`src/rtl/ddr5_mon_pkg.sv`:
```
// Shared types and constants for the DDR5 DIMM power monitor.
// The state enum and the fault-code constants are also used when decoding
// the fault register on the BMC side, so keep the encodings stable.
package ddr5_mon_pkg;

    // Supervisor states, in the order a normal power-up walks through them.
    typedef enum logic [1:0] {
        ST_IDLE    = 2'b00,
        ST_WAIT_OK = 2'b01,
        ST_ALL_OK  = 2'b10,
        ST_FAULT   = 2'b11
    } mon_state_t;

    // Sticky fault codes reported on oFAULT_CODE.
    localparam logic [1:0] FAULT_NONE    = 2'b00;
    localparam logic [1:0] FAULT_TIMEOUT = 2'b01;
    localparam logic [1:0] FAULT_MEMFLT  = 2'b10;
    localparam logic [1:0] FAULT_PGLOST  = 2'b11;

endpackage

```
`src/rtl/ddr5_flt_debounce.sv`:
```
// One-bit input filter. The filtered output takes the raw value only after
// DEBOUNCE_CYCLES consecutive samples disagree with it; any agreeing sample
// restarts the count. Output and counter both reset to 0.
module ddr5_flt_debounce #(
    parameter int DEBOUNCE_CYCLES = 4
) (
    input  logic clk,
    input  logic rst,
    input  logic raw,
    output logic filt
);

    localparam int CW = (DEBOUNCE_CYCLES < 2) ? 1 : $clog2(DEBOUNCE_CYCLES + 1);
    localparam logic [CW-1:0] CNT_LAST = CW'(DEBOUNCE_CYCLES - 1);

    logic [CW-1:0] cnt;

    // Count consecutive disagreeing samples and flip once the run is long enough.
    always_ff @(posedge clk or posedge rst) begin
        if (rst) begin
            cnt  <= '0;
            filt <= 1'b0;
        end else if (raw == filt) begin
            cnt <= '0;
        end else if (cnt == CNT_LAST) begin
            filt <= raw;
            cnt  <= '0;
        end else begin
            cnt <= cnt + 1'b1;
        end
    end

endmodule

```
`src/rtl/ddr5_dimm_pwr_monitor.sv`:
```
// Per-memory-controller power supervisor. Filters each MC's DRAM power-OK
// and memory-fault inputs, checks that all populated MCs come up within
// TIMEOUT_CYCLES of PS power-OK, and reports an aggregated power-good plus
// a sticky fault code and the MCs implicated.
// Build option: define DDR5_DIMM_FLT_DEBOUNCE_EN to instantiate the input
// debounce filters; without it the raw inputs feed the supervisor directly.
module ddr5_dimm_pwr_monitor
    import ddr5_mon_pkg::*;
#(
    parameter int MC_SIZE         = 4,
    parameter int DEBOUNCE_CYCLES = 4,
    parameter int TIMEOUT_CYCLES  = 2000
) (
    input  logic               iClk,
    input  logic               iRst,
    input  logic               iPWRGD_PS_PWROK,
    input  logic [MC_SIZE-1:0] iMC_EN,
    input  logic [MC_SIZE-1:0] iPWRGD_DRAMPWRGD_OK,
    input  logic [MC_SIZE-1:0] iDIMM_MEM_FLT,
    input  logic               iFAULT_CLR,
    output logic               oMEM_PWRGD_ALL,
    output logic               oMEM_FAULT,
    output logic [1:0]         oFAULT_CODE,
    output logic [MC_SIZE-1:0] oFAULT_MC
);

    localparam int TW = $clog2(TIMEOUT_CYCLES + 1);
    localparam logic [TW-1:0] TIMER_LAST = TW'(TIMEOUT_CYCLES - 1);
    localparam logic [TW-1:0] TIMER_MAX  = '1;

    mon_state_t         state;
    logic [TW-1:0]      timer;
    logic [MC_SIZE-1:0] ok_f;
    logic [MC_SIZE-1:0] flt_f;
    logic [MC_SIZE-1:0] ok_e;
    logic [MC_SIZE-1:0] flt_e;
    logic               all_ok;
    logic               any_flt;
    logic               pwrgd_q;
    logic               fault_q;
    logic [1:0]         code_q;
    logic [MC_SIZE-1:0] mc_q;

`ifdef DDR5_DIMM_FLT_DEBOUNCE_EN
    for (genvar g = 0; g < MC_SIZE; g++) begin : g_filt
        ddr5_flt_debounce #(
            .DEBOUNCE_CYCLES(DEBOUNCE_CYCLES)
        ) u_ok_filt (
            .clk  (iClk),
            .rst  (iRst),
            .raw  (iPWRGD_DRAMPWRGD_OK[g]),
            .filt (ok_f[g])
        );
        ddr5_flt_debounce #(
            .DEBOUNCE_CYCLES(DEBOUNCE_CYCLES)
        ) u_flt_filt (
            .clk  (iClk),
            .rst  (iRst),
            .raw  (iDIMM_MEM_FLT[g]),
            .filt (flt_f[g])
        );
    end
`else
    // Without filtering the debounce length has no meaning.
    localparam int unused_debounce_cycles = DEBOUNCE_CYCLES;
    assign ok_f  = iPWRGD_DRAMPWRGD_OK;
    assign flt_f = iDIMM_MEM_FLT;
`endif

    // Unpopulated MCs count as powered and can never fault.
    always_comb begin
        ok_e    = ~iMC_EN | ok_f;
        flt_e   = iMC_EN & flt_f;
        all_ok  = &ok_e;
        any_flt = |flt_e;
    end

    // Supervisor FSM; outputs are registered alongside the state so they
    // change on the same edge as the state they describe.
    always_ff @(posedge iClk or posedge iRst) begin
        if (iRst) begin
            state   <= ST_IDLE;
            timer   <= '0;
            pwrgd_q <= 1'b0;
            fault_q <= 1'b0;
            code_q  <= FAULT_NONE;
            mc_q    <= '0;
        end else begin
            case (state)
                ST_IDLE: begin
                    if (iPWRGD_PS_PWROK) begin
                        state <= ST_WAIT_OK;
                        timer <= '0;
                    end
                end
                ST_WAIT_OK: begin
                    if (timer != TIMER_MAX) begin
                        timer <= timer + 1'b1;
                    end
                    // PS dropping is a normal power-down and wins over everything.
                    if (!iPWRGD_PS_PWROK) begin
                        state <= ST_IDLE;
                    end else if (all_ok) begin
                        state   <= ST_ALL_OK;
                        pwrgd_q <= 1'b1;
                    end else if (any_flt) begin
                        state   <= ST_FAULT;
                        fault_q <= 1'b1;
                        code_q  <= FAULT_MEMFLT;
                        mc_q    <= flt_e;
                    end else if (timer == TIMER_LAST) begin
                        state   <= ST_FAULT;
                        fault_q <= 1'b1;
                        code_q  <= FAULT_TIMEOUT;
                        mc_q    <= iMC_EN & ~ok_f;
                    end
                end
                ST_ALL_OK: begin
                    if (!iPWRGD_PS_PWROK) begin
                        state   <= ST_IDLE;
                        pwrgd_q <= 1'b0;
                    end else if (any_flt) begin
                        state   <= ST_FAULT;
                        pwrgd_q <= 1'b0;
                        fault_q <= 1'b1;
                        code_q  <= FAULT_MEMFLT;
                        mc_q    <= flt_e;
                    end else if (!all_ok) begin
                        state   <= ST_FAULT;
                        pwrgd_q <= 1'b0;
                        fault_q <= 1'b1;
                        code_q  <= FAULT_PGLOST;
                        mc_q    <= ~ok_e;
                    end
                end
                ST_FAULT: begin
                    // Clearing is only honoured once the supply is down.
                    if (iFAULT_CLR && !iPWRGD_PS_PWROK) begin
                        state   <= ST_IDLE;
                        fault_q <= 1'b0;
                        code_q  <= FAULT_NONE;
                        mc_q    <= '0;
                    end
                end
                default: begin
                    state <= ST_IDLE;
                end
            endcase
        end
    end

    assign oMEM_PWRGD_ALL = pwrgd_q;
    assign oMEM_FAULT     = fault_q;
    assign oFAULT_CODE    = code_q;
    assign oFAULT_MC      = mc_q;

endmodule

```
`config.mk`:
```
export PLATFORM = sky130hd
export DESIGN_NAME = ddr5_dimm_pwr_monitor
export DESIGN_NICKNAME = d
export VERILOG_FILES = /design/src/rtl/ddr5_mon_pkg.sv /design/src/rtl/ddr5_flt_debounce.sv /design/src/rtl/ddr5_dimm_pwr_monitor.sv
export SDC_FILE = /design/constraint.sdc
export NUM_CORES = 1
export LEC_CHECK = 0
export BUFFER_PORTS_ARGS = -buffer_cell sky130_fd_sc_hd__buf_2
export CELL_PAD_IN_SITES_DETAIL_PLACEMENT = 0
export CELL_PAD_IN_SITES_GLOBAL_PLACEMENT = 1
export CORE_UTILIZATION = 41
export CTS_CLUSTER_SIZE = 30
export DETAILED_ROUTE_END_ITERATION = 10
export PLACE_DENSITY = 0.82
export SLEW_MARGIN = 20
export SYNTH_ARGS = -nofsm -noshare
export SYNTH_HDL_FRONTEND = slang
export SYNTH_SLANG_ARGS = --single-unit
```
`constraint.sdc`:
```
create_clock -name iClk -period 2.5 [get_ports iClk]
set_clock_uncertainty 0.1 [all_clocks]
set_input_delay 0.125 -clock iClk [delete_from_list [all_inputs] [get_ports iClk]]
set_output_delay 0.125 -clock iClk [all_outputs]
set_load 0.02 [all_outputs]
```
==> impl_table.tex, run 1 <==
\begin{tabular}{lr}
\hline
Metric & Value \\
\hline
\multicolumn{2}{l}{\textbf{Worst setup path}} \\
\quad Worst Reg2Reg Path Length in Cells & 5 \\
\quad Max FO, Critical Path & 16 \\
\quad Endpoint kind of the worst setup timing path & flip-flop \\
\quad Required time worst endpoint & 2.59 ns \\
\quad Arrival time at the worst endpoint & 2.19 ns \\
\quad Class of the most critical setup path & flip-flop to flip-flop \\
\quad Category of the worst setup path launch point & flip-flop \\
\multicolumn{2}{l}{\textbf{Global routing}} \\
\quad Wire length of the first global-routing pass & 4600 µm \\
\quad Largest net degree at the start of global routing & 22 \\
\quad GRT Resource Usage Total & 17.9\% \\
\quad Global-route congestion overflow total & 0 \\
\quad Vias in the first global route & 1024 \\
\quad Initial antenna violation count & 0 \\
\multicolumn{2}{l}{\textbf{Synth}} \\
\quad Syn. warnings & 0 \\
\quad Fraction of post-synthesis cell area in the top cell type by area & 41.6\% \\
\quad Synthesized net count & 148 \\
\quad Post-synthesis instance area & 0.00126 mm² \\
\quad Mean post-synth cell area & 9.65 µm² \\
\quad Number of flops mapped to enable cells by yosys & 0 \\
\quad Proportion of synthesized flip-flops having asynchronous set or reset & 100\% \\
\quad Most repeated cell in the gate-level netlist after synthesis & dfrtp\_1 \\
\quad Proportion of synthesized chip area in sequential cells & 41.6\% \\
\quad Count of unique library cells instantiated by Yosys & 40 \\
\quad Number of standard cells after synthesis & 131 \\
\quad Commonest cells in the synthesized netlist & 21 x dfrtp\_1, 11 x o21ai\_0, 10 x nand2\_1, 10 x nor2\_1, 8 x nand2b\_1 \\
\quad Biggest area consumer among synthesized cells & dfrtp\_1 \\
\quad Dominant register cell in the synthesized netlist & dfrtp\_1 \\
\quad Number of storage elements in the synthesis netlist & 21 \\
\quad Leading cell types by total area after synthesis & dfrtp\_1 42\%, mux2\_4 5.9\%, o21ai\_0 4.4\% \\
\multicolumn{2}{l}{\textbf{Routing}} \\
\quad Vias per Instance & 5.83 \\
\quad DRT Pass-1 Iters & 4 \\
\quad Drt drc & 0 \\
\quad Vias after detailed routing & 1091 \\
\quad Post-detailed-route wirelength per cell & 14.1 µm \\
\quad Violation count after the first detailed-route iteration & 30 \\
\quad Total wirelength of the detailed-routed design & 2640 µm \\
\quad Count of antenna-violating nets left after detailed routing & 0 \\
\multicolumn{2}{l}{\textbf{STA}} \\
\quad Post-route minimum period & 2.10 ns \\
\quad Count of final setup violators & 0 \\
\quad Worst hold margin & 0.0595 ns \\
\quad Final Max Slew Viols & 0 \\
\quad Final worst-path cycle share & 83.9\% \\
\quad Unrepaired setup endpoints after global routing & false \\
\quad Tightest slew margin relative to the limit & 45.7\% \\
\quad Fmax & 477 MHz \\
\quad Slew at the pin closest to its max-slew limit & 0.814 ns \\
\quad Setup Total Neg Slack & 0 ns \\
\quad Count of endpoints failing hold in the final timing report & 0 \\
\multicolumn{2}{l}{\textbf{Floorplan}} \\
\quad Die height & 57.5 µm \\
\quad Placement Rows & 19 \\
\quad Boundary pin count & 24 \\
\quad Area inside the core boundary & 0.00283 mm² \\
\quad Floorplan die width & 57.5 µm \\
\quad Effective utilization at floorplan & 44.7\% \\
\quad Area of the die & 0.00331 mm² \\
\multicolumn{2}{l}{\textbf{Cells and area}} \\
\quad Share of final-layout standard cells stronger than drive strength 1 & 25.6\% \\
\quad Number of inserted filler cells in the final layout & 269 \\
\quad Total inserted antenna cells & 0 \\
\quad Final core occ & 50.8\% \\
\quad Total Nets Final & 174 \\
\quad Area added between synthesis and finish & 13.7\% \\
\multicolumn{2}{l}{\textbf{Power}} \\
\quad Highest ir drop seen on vdd & 0.000519 V \\
\quad Power Dens Cells & 734 mW/mm² \\
\quad Lkg Pwr & 0.000683 µW \\
\multicolumn{2}{l}{\textbf{Placed design}} \\
\quad Buffers on Ports & 23 \\
\quad Detailed placer's ending HPWL & 2020 µm \\
\quad RD Place Congestion & 0.752 \\
\multicolumn{2}{l}{\textbf{Min path}} \\
\quad Worst hold path cell count & 3 \\
\quad Worst min path class & input pin to flip-flop \\
\multicolumn{2}{l}{\textbf{Clock tree}} \\
\quad Worst-path clk slew & 0.12 ns \\
\quad Max clock buf depth & 2 \\
\quad Resized cells post-CTS & 0 \\
\quad Clock tree from TritonCTS & built \\
\quad CTS root buffer & clkbuf\_4 \\
\quad CTS HTree Levels & 1 \\
\quad Source-to-sink clock delay at the later pin of the worst-skew pair & 0.31 ns \\
\quad Number of buffers created by CTS & 3 \\
\quad Number of clock sinks & 21 \\
\multicolumn{2}{l}{\textbf{Run}} \\
\quad Number of max-cap violations & 0 \\
\multicolumn{2}{l}{\textbf{Run status}} \\
\quad Result of the run & finished clean \\
\hline
\end{tabular}
state kept, by name (all words and copies together) (netlist names):
| name | flops |
|---|---|
| timer | 11 |
| oFAULT_CODE | 2 |
| oFAULT_MC | 4 |
| state | 2 |
| oMEM_PWRGD_ALL | 1 |
| oMEM_FAULT | 1 |
per-layer routing:
layer	global-route usage [%]	wire [µm]	vias to the layer above
met5	0	0	-
met4	3.14	15	0
met3	4.99	108	2
met2	26.4	1190	20
met1	26.3	1320	532
li1	-	-	537
critical path, cell delays in order (launching register included):
cell,delay [ns]
dfrtp_1,0.64
nand2_1,0.27
o2bb2ai_1,0.19
o32a_1,0.19
o31a_2,0.27
mux2_4,0.32
final timing paths:
kind / startpoint / end / slack, ns
worst max-delay path: state[0]$_DFFE_PP0P_ / oFAULT_MC[2]$_DFFE_PP0P_ / 0.40
worst min-delay path: iPWRGD_PS_PWROK / state[1]$_DFFE_PP0P_ / 0.06
worst max register to register: state[0]$_DFFE_PP0P_ / oFAULT_MC[2]$_DFFE_PP0P_ / 0.40
worst min register to register: oMEM_FAULT$_DFFE_PP0P_ / oMEM_FAULT$_DFFE_PP0P_ / 0.39
max in group asynchronous: iRst / oFAULT_MC[2]$_DFFE_PP0P_ / 1.38
min in group asynchronous: iRst / oFAULT_MC[1]$_DFFE_PP0P_ / 0.40
layout by cell type, fill, tap and decap left out, drive strengths merged, types with 2 or more instances in the layout:
| master | synthesis | routed |
|---|---|---|
| a31oi | 2 | 2 |
| o21ai | 11 | 11 |
| buf | 3 | 24 |
| a21oi | 7 | 7 |
| nand3 | 3 | 3 |
| dfrtp | 21 | 21 |
| nand2 | 11 | 11 |
| nand4 | 4 | 4 |
| nor2 | 10 | 10 |
| o211a | 4 | 4 |
| and2 | 2 | 2 |
| inv | 5 | 5 |
| a22oi | 2 | 2 |
| a21boi | 3 | 3 |
| and4 | 2 | 2 |
| o31ai | 5 | 5 |
| clkbuf | 1 | 4 |
| nor2b | 4 | 4 |
| o22a | 2 | 2 |
| nand3b | 2 | 2 |
| nand2b | 8 | 8 |
| mux2 | 5 | 5 |
cells by family (layout without fill, tap and decap cells):
logic type      Yosys count  in the layout  share of synthesized area [%]
compound gates           44             44                           26.2
fa+ha+maj                 1              1                          0.990
buf+inv                   9             34                           3.47
flops                    21             21                           41.6
mux                       6              6                           6.73
simple gates             50             50                           21.0
timing repair:
item                                    in CTS  in global routing
buffers inserted                             0                  0
hold buffers                                 1                  0
endpoints found under the setup margin       0                  0
hold endpoints to repair                    21                  0
final cells by class:
cell class | instances | area, µm² | area share, %
multi-input combinational | 101 | 694 | 48.3
sequential | 21 | 526 | 36.6
timing repair buffer | 25 | 133 | 9.23
tap | 31 | 38.8 | 2.70
clock buffer | 4 | 26.3 | 1.83
inverter | 5 | 18.8 | 1.31
power breakdown:
part           total (µW)  switching [µW]  internal, µW
clock network         163             101          62.2
registers             488            64.9           423
logic                 404             223           181
through the flow:
| step | std cells | cell area [µm²] | worst slack, ns | total power [µW] |
|---|---|---|---|---|
| 2_1_floorplan | 131 | 1260 | 0.615 | 776 |
| 3_3_place_gp | 182 | 1400 | 0.494 | 887 |
| 3_5_place_dp | 182 | 1400 | 0.421 | 901 |
| 4_1_cts | 187 | 1440 | 0.404 | 1070 |
| 5_1_grt | 187 | 1440 | 0.281 | 1130 |
| 6_report | 187 | 1440 | 0.401 | 1050 |
No activity file was read; power rests on OpenSTA's default activity.
==> run 2: changes to the inputs <==
Clock period 2.5 ns to 2.06 ns, I/O delays scaled along.
==> impl_table.tex, run 2 (synthesis gave the netlist of run 1 again) <==
\begin{tabular}{lr}
\hline
Metric & Value \\
\hline
\multicolumn{2}{l}{\textbf{Clock tree}} \\
\quad CTS root buffer & clkbuf\_4 \\
\quad Source-to-sink clock delay at the later pin of the worst-skew pair & 0.30 ns (about the same) \\
\quad Number of clock sinks & 21 (unchanged) \\
\quad Max clock buf depth & 2 (unchanged) \\
\quad Worst-path clk slew & 0.13 ns (about the same) \\
\quad Clock tree from TritonCTS & built \\
\quad CTS HTree Levels & 1 (unchanged) \\
\quad Number of buffers created by CTS & 3 (unchanged) \\
\multicolumn{2}{l}{\textbf{Power}} \\
\quad Power dissipated by switching net loads & 499 µW (+28\%) \\
\quad Fraction of power spent switching nets & 37.4\% (+0.60 points) \\
\quad Highest ir drop seen on vdd & 0.000517 V (-0.34\%) \\
\quad Power share of the clock group & 15.8\% (+0.3 points) \\
\quad Lkg Pwr & 0.000713 µW (+4.4\%) \\
\quad Comb pwr share & 39.2\% (+0.9 points) \\
\quad Internal power of the cells & 833 µW (+25\%) \\
\quad Sequential cell fraction of total power & 45.0\% (-1.2 points) \\
\quad Power Dens Cells & 887 mW/mm² (+21\%) \\
\multicolumn{2}{l}{\textbf{Worst setup path}} \\
\quad R2r startpoint & timer[1]\$\_DFFE\_PP0P\_ \\
\quad Max FO, Critical Path & 7 (-9) \\
\quad Required time worst endpoint & 2.17 ns (-0.42 ns) \\
\quad Worst Reg2Reg Path Length in Cells & 5 (unchanged) \\
\quad R2r endpoint & oFAULT\_MC[3]\$\_DFFE\_PP0P\_ \\
\quad Arrival time at the worst endpoint & 2.04 ns (-0.15 ns) \\
\quad Endpoint kind of the worst setup timing path & flip-flop \\
\quad Class of the most critical setup path & flip-flop to flip-flop \\
\quad Category of the worst setup path launch point & flip-flop \\
\quad Internal reg-to-reg setup slack & 0.13 ns (-0.28 ns) \\
\multicolumn{2}{l}{\textbf{STA}} \\
\quad Final worst-path cycle share & 93.9\% (+10 points) \\
\quad Unrepaired setup endpoints after global routing & false \\
\quad Count of final setup violators & 0 (unchanged) \\
\quad Post-route minimum period & 1.93 ns (-0.164 ns) \\
\quad Worst hold margin & 0.0415 ns (-0.0180 ns) \\
\quad Count of endpoints failing hold in the final timing report & 0 (unchanged) \\
\quad Slew at the pin closest to its max-slew limit & 0.809 ns (-0.00508 ns) \\
\quad Setup Total Neg Slack & 0 ns (unchanged) \\
\quad Fmax & 517 MHz (+8.5\%) \\
\quad Final Max Slew Viols & 0 (unchanged) \\
\quad Tightest slew margin relative to the limit & 46.0\% (+0.34 points) \\
\multicolumn{2}{l}{\textbf{Cells and area}} \\
\quad Most flop-heavy register & timer \\
\quad Leading cell type in the layout, fill and taps excluded & buf\_2 \\
\quad Total inserted antenna cells & 0 (unchanged) \\
\quad Flip-flop count of the largest register after layout & 11 (unchanged) \\
\quad Share of final-layout standard cells stronger than drive strength 1 & 30.2\% (+4.6 points) \\
\quad Area added between synthesis and finish & 18.9\% \\
\quad Total Nets Final & 180 (+3.4\%) \\
\quad Commonest cells after routing, fill and taps aside & 23 x buf\_2, 21 x dfrtp\_1, 11 x o21ai\_0, 10 x nor2\_1, 10 x nand2\_1 \\
\quad Finished Layout Cells & 193 (+3.2\%) \\
\multicolumn{2}{l}{\textbf{Routing}} \\
\quad Violation count after the first detailed-route iteration & 23 (-23\%) \\
\quad DRT Pass-1 Iters & 4 (unchanged) \\
\quad Post-detailed-route wirelength per cell & 14.5 µm (+2.4\%) \\
\quad Drt drc & 0 (unchanged) \\
\quad Count of antenna-violating nets left after detailed routing & 0 (unchanged) \\
\quad Vias after detailed routing & 1085 (-0.55\%) \\
\quad Total wirelength of the detailed-routed design & 2790 µm (+5.7\%) \\
\quad Vias per Instance & 5.62 (-3.6\%) \\
\multicolumn{2}{l}{\textbf{Global routing}} \\
\quad Largest net degree at the start of global routing & 22 (unchanged) \\
\quad Wire length of the first global-routing pass & 4310 µm (-6.2\%) \\
\quad GRT Resource Usage Total & 16.8\% (-1.1 points) \\
\quad Initial antenna violation count & 0 (unchanged) \\
\quad Global-route congestion overflow total & 0 (unchanged) \\
\quad Vias in the first global route & 912 (-11\%) \\
\multicolumn{2}{l}{\textbf{Min path}} \\
\quad Worst-case hold path end point & state[1]\$\_DFFE\_PP0P\_ \\
\quad Worst hold path cell count & 3 (unchanged) \\
\quad Start point of the worst min-delay path & iPWRGD\_PS\_PWROK \\
\quad Worst min path class & input pin to flip-flop \\
\multicolumn{2}{l}{\textbf{Placed design}} \\
\quad Number of placed cells counting well taps & 186 (+2.2\%) \\
\quad Detailed placer's ending HPWL & 2100 µm (+4.2\%) \\
\quad RD Place Congestion & 0.805 (+7.0\%) \\
\quad Buffers on Ports & 23 (unchanged) \\
\multicolumn{2}{l}{\textbf{Floorplan}} \\
\quad Die height & 57.5 µm (unchanged) \\
\quad Boundary pin count & 24 (unchanged) \\
\quad Effective utilization at floorplan & 44.7\% (unchanged) \\
\quad Placement Rows & 19 (unchanged) \\
\quad Area inside the core boundary & 0.00283 mm² (unchanged) \\
\quad Area of the die & 0.00331 mm² (unchanged) \\
\quad Floorplan die width & 57.5 µm (unchanged) \\
\multicolumn{2}{l}{\textbf{Run}} \\
\quad Number of max-cap violations & 0 (unchanged) \\
\multicolumn{2}{l}{\textbf{Run status}} \\
\quad Result of the run & finished clean \\
\hline
\end{tabular}
run 2: cell types whose count changed in the layout (fill, tap and decap cells not counted), sizes merged:
cell	delta
buf	+6
run 2: power groups by stage:
stage | Clock, µW | Sequential, µW | Combinational, µW
3_5_place_dp | 0 | 597 | 505
2_1_floorplan | 0 | 679 | 263
6_report | 210 | 599 | 522
4_1_cts | 209 | 591 | 508
3_3_place_gp | 0 | 592 | 497
5_1_grt | 224 | 614 | 572
run 2: per-stage QoR:
step           setup slack (ns)  util (%)  total power [µW]  instance area [µm²]
5_1_grt                  0.0138      53.1              1410                 1500
2_1_floorplan             0.175         -               942                 1260
3_5_place_dp             0.0778      50.6              1100                 1430
6_report                  0.126      53.1              1330                 1500
4_1_cts                  0.0662      51.8              1310                 1470
3_3_place_gp              0.153      50.6              1090                 1430
run 2: critical path, cell delays in order, from the launching register on:
cell and delay, ns:
dfrtp_1 0.45, ha_4 0.18, nand4_1 0.13, nor4_2 0.33, o31a_2 0.32, mux2_4 0.32
run 2: what timing repair did:
item                       CTS  global route
hold endpoints to repair    21             0
setup endpoints to repair    0            11
gates resized for setup      0             5
hold buffers                 1             0
buffers inserted             0             2
run 2: area by class of cell:
cell class / instances / area, µm²
fill: 271 / 1330
multi-input combinational: 101 / 716
sequential: 21 / 526
timing repair buffer: 31 / 178
tap: 31 / 38.8
clock buffer: 4 / 26.3
inverter: 5 / 18.8
run 2: how the worst max path moves through the flow:
| stage | start | end | slack (ns) | cells past startpoint |
|---|---|---|---|---|
| 2_1_floorplan | timer[0]$_DFFE_PP0P_ | oFAULT_CODE[0]$_DFFE_PP0P_ | 0.18 | 6 |
| 3_3_place_gp | timer[0]$_DFFE_PP0P_ | oFAULT_MC[0]$_DFFE_PP0P_ | 0.15 | 5 |
| 3_5_place_dp | timer[0]$_DFFE_PP0P_ | oFAULT_MC[2]$_DFFE_PP0P_ | 0.08 | 5 |
| 4_1_cts | timer[0]$_DFFE_PP0P_ | oFAULT_MC[3]$_DFFE_PP0P_ | 0.07 | 5 |
| 5_1_grt | timer[1]$_DFFE_PP0P_ | oFAULT_MC[3]$_DFFE_PP0P_ | 0.01 | 5 |
| 6_report | timer[1]$_DFFE_PP0P_ | oFAULT_MC[3]$_DFFE_PP0P_ | 0.13 | 5 |
run 2: layer usage:
layer / track usage [%] / wire length (µm)
met1: 27.4 / 1480
met3: 2.27 / 86
met2: 23.4 / 1210
met5: 0 / 0
met4: 3.14 / 16
